===== src/rtl/control_sequencer.sv =====
// Multi-cycle fetch/decode/execute controller for the 16-bit RISC CPU.
// Drives register_bank select/transfer/PC/ALU controls and the memory read/write handshake.
module control_sequencer (
  input  logic        clk,
  input  logic        rst,
  input  logic [15:0] IR_OP,
  input  logic        mem_ready,
  output logic [3:0]  sel_ip,
  output logic [3:0]  sel_op,
  output logic        TRNSFR,
  output logic        en_pc,
  output logic        incpc,
  output logic        rstpc,
  output logic        ALUEN,
  output logic [2:0]  alu_op,
  output logic        mem_rd,
  output logic        mem_wr,
  output logic        halted,
  output logic        illegal,
  output logic        instr_done
);

  localparam logic [3:0] RegPc   = 4'd0;
  localparam logic [3:0] RegAr   = 4'd1;
  localparam logic [3:0] RegAlu  = 4'd2;
  localparam logic [3:0] RegIr   = 4'd3;
  localparam logic [3:0] RegD1   = 4'd4;
  localparam logic [3:0] RegD2   = 4'd5;
  localparam logic [3:0] RegR0   = 4'd6;
  localparam logic [3:0] RegRes2 = 4'd15;

  localparam logic [3:0] OpNop   = 4'd0;
  localparam logic [3:0] OpAlu   = 4'd1;
  localparam logic [3:0] OpLoad  = 4'd2;
  localparam logic [3:0] OpStore = 4'd3;
  localparam logic [3:0] OpMov   = 4'd4;
  localparam logic [3:0] OpJmp   = 4'd5;
  localparam logic [3:0] OpHalt  = 4'd15;

  typedef enum logic [3:0] {
    StRstPc,
    StFAr,
    StFMem,
    StFInc,
    StDecode,
    StED1,
    StED2,
    StExAlu,
    StWbAlu,
    StMAr,
    StMRd,
    StMWr,
    StExMov,
    StExJmp,
    StHalt
  } state_e;

  state_e state_q, state_d;

  logic [3:0] opcode;
  logic [3:0] rd_code, rs1_code, rs2_code;
  logic [2:0] func;

  // General registers R0..R7 occupy bank codes 6..13.
  assign opcode   = IR_OP[15:12];
  assign rd_code  = RegR0 + {1'b0, IR_OP[11:9]};
  assign rs1_code = RegR0 + {1'b0, IR_OP[8:6]};
  assign rs2_code = RegR0 + {1'b0, IR_OP[5:3]};
  assign func     = IR_OP[2:0];

  always_ff @(posedge clk) begin
    if (rst) begin
      state_q <= StRstPc;
    end else begin
      state_q <= state_d;
    end
  end

  always_comb begin
    state_d    = state_q;
    sel_ip     = RegRes2;
    sel_op     = RegPc;
    TRNSFR     = 1'b0;
    en_pc      = 1'b0;
    incpc      = 1'b0;
    rstpc      = 1'b0;
    ALUEN      = 1'b0;
    alu_op     = 3'd0;
    mem_rd     = 1'b0;
    mem_wr     = 1'b0;
    halted     = 1'b0;
    illegal    = 1'b0;
    instr_done = 1'b0;

    if (rst) begin
      state_d = StRstPc;
    end else begin
      case (state_q)
        StRstPc: begin
          sel_ip  = RegPc;
          rstpc   = 1'b1;
          en_pc   = 1'b1;
          state_d = StFAr;
        end
        StFAr: begin
          sel_op  = RegPc;
          sel_ip  = RegAr;
          state_d = StFMem;
        end
        StFMem: begin
          mem_rd = 1'b1;
          if (mem_ready) begin
            sel_ip  = RegIr;
            TRNSFR  = 1'b1;
            state_d = StFInc;
          end
        end
        StFInc: begin
          sel_ip  = RegPc;
          en_pc   = 1'b1;
          incpc   = 1'b1;
          state_d = StDecode;
        end
        StDecode: begin
          case (opcode)
            OpNop: begin
              instr_done = 1'b1;
              state_d    = StFAr;
            end
            OpAlu:            state_d = StED1;
            OpLoad, OpStore:  state_d = StMAr;
            OpMov:            state_d = StExMov;
            OpJmp:            state_d = StExJmp;
            OpHalt:           state_d = StHalt;
            default: begin
              // Undefined opcodes retire as NOP.
              illegal    = 1'b1;
              instr_done = 1'b1;
              state_d    = StFAr;
            end
          endcase
        end
        StED1: begin
          sel_op  = rs1_code;
          sel_ip  = RegD1;
          state_d = StED2;
        end
        StED2: begin
          sel_op  = rs2_code;
          sel_ip  = RegD2;
          state_d = StExAlu;
        end
        StExAlu: begin
          ALUEN   = 1'b1;
          alu_op  = func;
          state_d = StWbAlu;
        end
        StWbAlu: begin
          sel_op     = RegAlu;
          sel_ip     = rd_code;
          instr_done = 1'b1;
          state_d    = StFAr;
        end
        StMAr: begin
          sel_op  = rs1_code;
          sel_ip  = RegAr;
          state_d = (opcode == OpStore) ? StMWr : StMRd;
        end
        StMRd: begin
          mem_rd = 1'b1;
          if (mem_ready) begin
            sel_ip     = rd_code;
            TRNSFR     = 1'b1;
            instr_done = 1'b1;
            state_d    = StFAr;
          end
        end
        StMWr: begin
          // Keep rs2 on Dout for the whole request so memory sees stable write data.
          mem_wr = 1'b1;
          sel_op = rs2_code;
          if (mem_ready) begin
            instr_done = 1'b1;
            state_d    = StFAr;
          end
        end
        StExMov: begin
          sel_op     = rs1_code;
          sel_ip     = rd_code;
          instr_done = 1'b1;
          state_d    = StFAr;
        end
        StExJmp: begin
          sel_op     = rs1_code;
          sel_ip     = RegPc;
          en_pc      = 1'b1;
          instr_done = 1'b1;
          state_d    = StFAr;
        end
        StHalt: begin
          halted = 1'b1;
        end
        default: begin
          state_d = StRstPc;
        end
      endcase
    end
  end

endmodule


===== config.mk =====
export PLATFORM = sky130hd
export DESIGN_NAME = control_sequencer
export DESIGN_NICKNAME = d
export VERILOG_FILES = /design/src/rtl/control_sequencer.sv
export SDC_FILE = /design/constraint.sdc
export NUM_CORES = 1
export LEC_CHECK = 0
export ABC_AREA = 0
export CAP_MARGIN = 20
export CORE_MARGIN = 10
export CORE_UTILIZATION = 46
export CTS_CLUSTER_SIZE = 20
export DETAILED_ROUTE_END_ITERATION = 7
export GPL_ROUTABILITY_DRIVEN = 0
export GPL_TIMING_DRIVEN = 1
export PLACE_DENSITY = 0.86
export REMOVE_ABC_BUFFERS = 1
export SYNTH_ARGS = -nofsm -noshare
export SYNTH_HDL_FRONTEND = slang
export SYNTH_SLANG_ARGS = --single-unit
export TNS_END_PERCENT = 5

===== constraint.sdc =====
create_clock -name clk -period 2.8 [get_ports clk]
set_input_delay 0.56 -clock clk [delete_from_list [all_inputs] [get_ports clk]]
set_output_delay 0.56 -clock clk [all_outputs]
set_load 0.01 [all_outputs]

==> run summary, run 1 <==
The initial DRC count came out at a little over 90. The fraction of power spent switching nets came out at 39.3%. The number of enable-type register cells in the synthesized netlist came out at 0. For this run, the top clock speed supported by timing is between 300 and 400 MHz. The number of distinct library cells after synthesis is 53. The worst vdd rail ir drop is 0.213 mV. The flip-flop count of the largest register, all copies and words added came out at 4.

The largest registers in the layout are state_q: 4 flops. The overall power came out at 0.000352 W. The residual DRC count is 0.

The kind of critical path is in2out. The worst setup slack for register-to-register paths came out at approximately 1.3 ns. The part of the power in registers came out at 20.8%.

The clock period minus final worst setup slack came out at 2.72 ns. The clock drives 4 sinks. In this run the power spent charging and discharging nets is 0.000138 W. The number of global-route vias before repair came out at 1,220. The final number of setup-violating endpoints is 0.

STA puts the critical path data arrival time at 2.16 ns. Among all flip-flop cells after synthesis, the most frequent one is dfxtp_1. The static leakage power is 0.573 nW. In this run the clock root is driven by a clkbuf_4. The area of the die is 4310 um^2.

Summing the sequential cell areas from Yosys gives 8.36% of the chip area. The effective utilization at floorplan is 48.9%. For the worst flop-to-flop path, the logic depth is 5. The total power divided by cell area came out at 245 nW/um^2. The min-delay analysis places its worst path in the category reg2reg.

The total detailed-routing wirelength is 3500 um. The buffer depth of the longest clock path is 2. The number of fill cells in the layout is 167.

After legalization and detailed placement, the total HPWL measured approximately 2600 um. For this run, the slowest stage of the critical path takes 0.54 ns. The net count of the finished layout came out at roughly 200. The normalized max-slew margin came out at 74.4%.

The worst setup slack before clock tree synthesis is -0.0450 ns. For this design the top-level I/O count stands at 40. By area the synthesized netlist is led by dfxtp_1, o21ai_0, nand2_1, nor2_1, a21oi_1.

The detail route stage leaves a number of antenna-violating nets equal to 0. The worst setup skew after layout came out at 0.00827 ns. The worst register-to-register path begins at state_q[2]$_SDFFE_PP0P_. Entering global routing, the biggest net connects 31 pins. The floorplan row count came out at 16.

The combinational group share of total power came out at between 50% and 60%. The floorplan step set the die width to 65.6 um. The clock network fraction of design power is 21.1%. The design internal power is 0.000213 W.

The slowest cell on the critical path is clkdlybuf4s50_1. Following the worst setup path forward leads to its endpoint at alu_op[0]. The number of flip-flops and latches in the synthesized netlist is 4.

The wire length of the first global-routing pass came out at between 5000 and 6000 um. The later-pin clock latency in the skew report came out at 0.24 ns. The register name with the most flops is state_q. The core area is 1960 um^2.

Setup repair after global routing left no endpoint under its margin. The most critical setup path has its startpoint at rst. The flow ran to the end, and the final reports show no timing, DRC or antenna violations.

dfxtp_1 takes more of the synthesized area than any other cell. The number of buffers inserted for hold repair after clock tree synthesis came out at 0. Of the available clock period, the critical path in the final layout requires between 90% and 100%.

The smallest setup slack after layout came out at 0.0754 ns. The hold violation total from the final report came to 0. By count the netlist is led by nand2_1, nor2_1, o21ai_0.

The post-route setup TNS came out at 0 ns. The placed instances occupy a cell area of between 1000 and 1500 um^2. Traced cell by cell, the critical path runs through clkdlybuf4s50_1 -> buf_4 -> nor3_4 -> and2_1 -> clkdlybuf4s50_1.

In the final layout, the share of cells above drive strength 1 is 16.1%. STA classifies the critical path startpoint as a primary input. The proportion of synthesized flip-flops having asynchronous set or reset is 0%. The count of TritonRoute iterations in the first routing pass came out at 4. The final route contains roughly 1.2k vias.

The number of warning messages in the yosys log came out at 0. TritonCTS built the clock tree. The fraction of synthesized cell area taken by the top area cell type came out at 8.36%. In this run the critical register-to-register path is captured at state_q[0]$_SDFFE_PP0P_. Once layout is done, the placed cells without fillers occupy about 1400 um^2. After synthesis, the mean cell area works out to 6.95 um^2. The number of maximum-capacitance constraint violations is 0. Dividing the detail-routed wire length by the instance count gives 16.9 um. The worst setup path is captured at a primary output. The post-synth design cell area is 958 um^2.

Compared with the post-synthesis result, the final layout area differs by 49.6%. The leftover overflow at the end of global routing came out at 0. The transition time at the pin with the least slew margin came out at 0.384 ns. The initial antenna violation count is 0. In this run, CTS created clock tree buffers numbering 3.

The final number of max-transition violations was 0. Synthesis handed over a netlist of between 100 and 150 instances. The utilization after layout came out at 73.1%.

Data on the critical path is required at its endpoint by 2.24 ns. The height of the chip came out at 65.6 um. The number of I/O port buffers is 39. The routed via count divided by cell count is roughly 6.0. The repair_antennas step left the layout with diodes totalling 0. The highest fanout seen on the critical path came out at 7. The cell type with the highest occurrence count on the critical path is clkdlybuf4s50_1.

The depth of the CTS H-tree is 1. The clock transition time at the flip-flop clock pins of the worst setup and hold paths came out at approximately 0.040 ns. The global router's overall resource usage came out at 16.3%.
power groups by stage:
stage                     Sequential, W  Clock [W]  Combinational [W]
after floorplan               0.0000822          0          0.0000873
after global placement        0.0000728          0           0.000195
after detailed placement      0.0000733          0           0.000201
after CTS                     0.0000728  0.0000748           0.000202
after global routing          0.0000740  0.0000795           0.000223
final                         0.0000733  0.0000743           0.000204
cells in the final DEF, fill, tap and decap left out, drive strengths merged, types with 3 or more instances in the layout:
cell type and count:
a21oi 8, and2 4, buf 12, clkbuf 3
clkdlybuf4s50 34, dfxtp 4, dlymetal6s2s 3, inv 5
nand2 12, nand2b 6, nand3 4, nor2 12
nor2b 6, nor3 6, nor4 4, o21ai 10
o22ai 4
what timing repair did:
action | in CTS | in global routing
endpoints found under the setup margin | 7 | 8
resized for setup | 4 | 6
buffers inserted | 0 | 0
critical path, delay by kind of cell:
kind	cells	cell delay [ns]
buffers and inverters	3	1.23
AND/OR/NAND/NOR	2	0.38
metrics by stage:
stage / instances / hold slack (ns)
4_1_cts: 207 / 0.711
5_1_grt: 207 / 0.753
3_3_place_gp: 204 / 0.677
6_report: 207 / 0.724
3_5_place_dp: 204 / 0.697
2_1_floorplan: 126 / 0.626
routing by layer:
layer  wire, um  global-route usage, %
met1       1330                   18.3
met2       1840                   28.6
met3        214                   2.71
met4        113                   8.56
met5          0                      0
kinds of logic after synthesis:
group	synth area share, %
buffers and inverters	11.6
DFF	8.36
muxes	2.09
adders and majority gates	3.79
and+or+nand+nor	41.6
xor gates and xnor gates	1.83
AOI/OAI and AO/OA	30.7
final cells by class:
| class | instances | area (um^2) | share of cell area [%] |
|---|---|---|---|
| clock buffers | 3 | 22.5 | 1.57 |
| multi-input cells | 117 | 777 | 54.2 |
| repair buffers | 51 | 498 | 34.7 |
| well taps | 27 | 33.8 | 2.36 |
| flip-flops and latches | 4 | 81.3 | 5.67 |
| inverters | 5 | 21.3 | 1.48 |
worst min-delay path by stage:
stage                                       start                 endpoint  cells past startpoint
after CTS                 state_q[1]$_SDFFE_PP0P_  state_q[2]$_SDFFE_PP0P_                      2
after floorplan                               rst  state_q[0]$_SDFFE_PP0P_                      1
after detailed placement  state_q[0]$_SDFFE_PP0P_  state_q[2]$_SDFFE_PP0P_                      3
final                     state_q[1]$_SDFFE_PP0P_  state_q[2]$_SDFFE_PP0P_                      2
after global placement    state_q[0]$_SDFFE_PP0P_  state_q[2]$_SDFFE_PP0P_                      3
after global routing      state_q[1]$_SDFFE_PP0P_  state_q[2]$_SDFFE_PP0P_                      2
Note: power is estimated with default switching activity, not from simulation.
==> run 2: changes to the inputs <==
--- a/config.mk
+++ b/config.mk
@@ -8,13 +8,14 @@
 export ABC_AREA = 0
 export CAP_MARGIN = 20
 export CORE_MARGIN = 10
-export CORE_UTILIZATION = 46
+export CORE_UTILIZATION = 39
 export CTS_CLUSTER_SIZE = 20
 export DETAILED_ROUTE_END_ITERATION = 7
 export GPL_ROUTABILITY_DRIVEN = 0
 export GPL_TIMING_DRIVEN = 1
-export PLACE_DENSITY = 0.86
+export PLACE_DENSITY = 0.78
 export REMOVE_ABC_BUFFERS = 1
+export SLEW_MARGIN = 20
 export SYNTH_ARGS = -nofsm -noshare
 export SYNTH_HDL_FRONTEND = slang
 export SYNTH_SLANG_ARGS = --single-unit
==> constraint.sdc (replaced) <==
create_clock -name clk -period 2.4 [get_ports clk]
set_input_delay 0.48 -clock clk [delete_from_list [all_inputs] [get_ports clk]]
set_output_delay 0.48 -clock clk [all_outputs]
set_load 0.01 [all_outputs]
==> run 2 against run 1 <==
Effect of this change: power grew 20%; hold slack worse by 0.038 ns; register-to-register slack got worse by 0.41 ns; global-route usage fell by 2.8 points; clock skew is 0.0064 ns lower; clock-buffer cell count unchanged; core utilization is 6.7 points lower; wire length shrank 3.3%; final cell count grew 5.8%; clock power is 14% higher; sequential power up 8.9%; cell area rose by 5.4%; critical path type is now reg2out; largest cell class unchanged; largest power group unchanged.
==> run summary, run 2 (synthesis gave the netlist of run 1 again) <==
The run finished with clean final reports. The initial antenna violation count was 0 (unchanged). The static leakage power came out at 0.682 nW (+19%). The buffer depth of the longest clock path came out at 2 (unchanged). The residual DRC count is 0 (unchanged). The core area is 2280 um^2 (+16%). In this run the worst hold path is classified as reg2reg. The later-pin clock latency in the skew report came out at 0.24 ns (about the same). The count of TritonRoute iterations in the first routing pass is 6 (+2). The total detailed-routing wirelength came out at 3380 um (-3.3%). The net switching component of the power came out at 0.000162 W (+17%). The part of the power in registers came out at 18.9% (-1.9 points). The clock buffer count from CTS is 3 (unchanged). Clock tree synthesis selected as its root buffer the cell clkbuf_4. The endpoint identified for the worst register-to-register timing path is state_q[1]$_SDFFE_PP0P_. Setup repair after global routing left no endpoint under its margin. The number of buffers inserted for hold repair after clock tree synthesis came out at 0 (unchanged). The net count of the finished layout was 214 (+5.4%). STA classifies the critical path startpoint as a register. The floorplan row count is 17 (+1). The number of routed nets with antenna violations is 0 (unchanged). The start point of the worst min-delay path is state_q[2]$_SDFFE_PP0P_.

The overall power came out at 0.000422 W (+20%). The number of global-route vias before repair is 1,217 (-0.25%). In the final layout, the registers with the most flip-flops are state_q: 4 flops. In this run the critical register-to-register path is launched from state_q[2]$_SDFFE_PP0P_.

The normalized max-slew margin is 80.5% (+6.1 points). The hold violation total from the final report is 0 (unchanged). The worst vdd rail ir drop is 0.174 mV (-18%).

The smallest setup slack after layout is 0.129 ns (+0.0535 ns). The height of the chip came out at 69.6 um (+6.0%). The worst setup slack for register-to-register paths came to 0.91 ns (-0.41 ns).

The area of the die is 4840 um^2 (+12%). The number of maximum-capacitance constraint violations came to 0 (unchanged). The fraction of final layout cells with drive strength greater than 1 is 22.5% (+6.4 points). TritonCTS built the clock tree. The global router's overall resource usage came out at 13.6% (-2.8 points). The total power divided by cell area is 279 nW/um^2 (+14%). The data arrival time of the critical path came out at 1.79 ns (-0.37 ns). The worst setup skew after layout came out at 0.00182 ns (-0.00644 ns).

The routed length per instance came out at 15.4 um (-8.6%). state_q holds more flip-flops than any other register. The flip-flop count of the largest register, all copies and words added came to 4 (unchanged). The highest fanout seen on the critical path came to 4 (-3).

The largest net degree at the start of global routing came to 20 (-35%). The detailed placer's ending HPWL was 2640 um (+0.38%). The number of inserted diodes is 0 (unchanged).

STA classifies the critical path endpoint as a primary output. The effective utilization at floorplan is 42.1% (-6.7 points). The transition time at the pin with the least slew margin is 0.292 ns (-0.0916 ns). The top-level I/O count is 40 (unchanged). The clock network fraction of design power came to 20.0% (-1.1 points).

The final number of setup-violating endpoints was 0 (unchanged). The wire length of the first global-routing pass is 5700 um (-2.0%). The upper clock frequency limit came out at 440 MHz. The fraction of power spent switching nets came to 38.4% (-0.87 points). The TritonCTS sink count is 4 (unchanged). The library cell used most frequently in the layout, excluding fill and tap cells, is buf_4. The post-synthesis to final-layout area growth is 57.7%. The initial DRC count came out at 88 (-3.3%).

The start point of the critical path is state_q[0]$_SDFFE_PP0P_. Dividing the final minimum period by the clock period gives 94.6%. Leaving out fill and tap cells, the most frequent cells in the layout are buf_4, clkdlybuf4s50_1, dlygate4sd2_1. The worst setup path is of the reg2out kind. The data required time of the critical path came to 1.92 ns (-0.32 ns).

The depth of the CTS H-tree is 1 (unchanged). The routed via count divided by cell count is 5.79 (-3.1%). The chip width came out at 69.6 um (+6.0%). The end of the critical path is illegal. The combinational group share of total power is 61.1% (+3.1 points). The clock transition time at the flip-flop clock pins of the worst setup and hold paths came out at 0.04 ns (about the same). The leftover overflow at the end of global routing came out at 0 (unchanged). The clock period minus final worst setup slack came out at 2.27 ns. The depth of the worst register-to-register path was 6 (+1). The worst setup slack before clock tree synthesis is -0.239 ns (-0.194 ns). The total via count in the routed design came out at 1,268 (+2.5%). The number of I/O port buffers was 39 (unchanged). The design internal power came out at 0.000260 W (+22%). The final number of max-transition violations is 0 (unchanged).

The number of fill cells in the layout is 209 (+25%).
[run 2: worst min-delay path by stage]
| stage | end | slack (ns) | depth (start not counted) |
|---|---|---|---|
| 2_1_floorplan | state_q[0]$_SDFFE_PP0P_ | 0.55 | 1 |
| 3_3_place_gp | state_q[2]$_SDFFE_PP0P_ | 0.70 | 3 |
| 3_5_place_dp | state_q[2]$_SDFFE_PP0P_ | 0.72 | 3 |
| 4_1_cts | state_q[2]$_SDFFE_PP0P_ | 0.69 | 3 |
| 5_1_grt | state_q[2]$_SDFFE_PP0P_ | 0.71 | 3 |
| 6_report | state_q[2]$_SDFFE_PP0P_ | 0.69 | 3 |
[run 2: power by group through the flow]
stage	clock network [W]	registers, W	logic (W)
2_1_floorplan	0	0.0000959	0.000102
3_3_place_gp	0	0.0000799	0.000254
3_5_place_dp	0	0.0000800	0.000260
4_1_cts	0.0000863	0.0000797	0.000257
5_1_grt	0.0000896	0.0000804	0.000283
6_report	0.0000844	0.0000798	0.000257
[run 2: area by class of cell]
cell class              instances  area [um^2]  share of cell area (%)
multi-input cells             117          785                    51.9
flip-flops and latches          4         81.3                    5.38
repair buffers                 62          567                    37.5
clock buffers                   3         22.5                    1.49
well taps                      28         35.0                    2.32
inverters                       5         21.3                    1.41
[run 2: what timing repair did]
action	4_1_cts	5_1_grt
buffers inserted	0	0
endpoints found under the setup margin	21	4
pin swaps	0	0
resized for setup	28	7
[run 2: through the flow]
step                      instances  hold WS (ns)  TNS [ns]  instance area, um^2  utilization, %
after floorplan                 126         0.546         0                  868               -
after global placement          216         0.698     -1.77                 1490            65.5
after detailed placement        216         0.717     -2.23                 1490            65.5
after CTS                       219         0.687    -0.144                 1510            66.5
after global routing            219         0.710         0                 1510            66.4
final                           219         0.686         0                 1510            66.4
[run 2: layer usage]
layer	up-vias	GRT usage (%)	share of wire, %
li1	619	-	-
met1	569	15.7	41
met2	69	21.1	46
met3	11	5.14	10
met4	0	6.87	2.8
met5	-	0	0
[run 2: critical path, cell delays in order, from the launching register on]
cell	delay (ns)
dfxtp_1	0.31
buf_4	0.15
or2_4	0.27
or3_4	0.38
nor3_2	0.16
dlygate4sd2_1	0.28
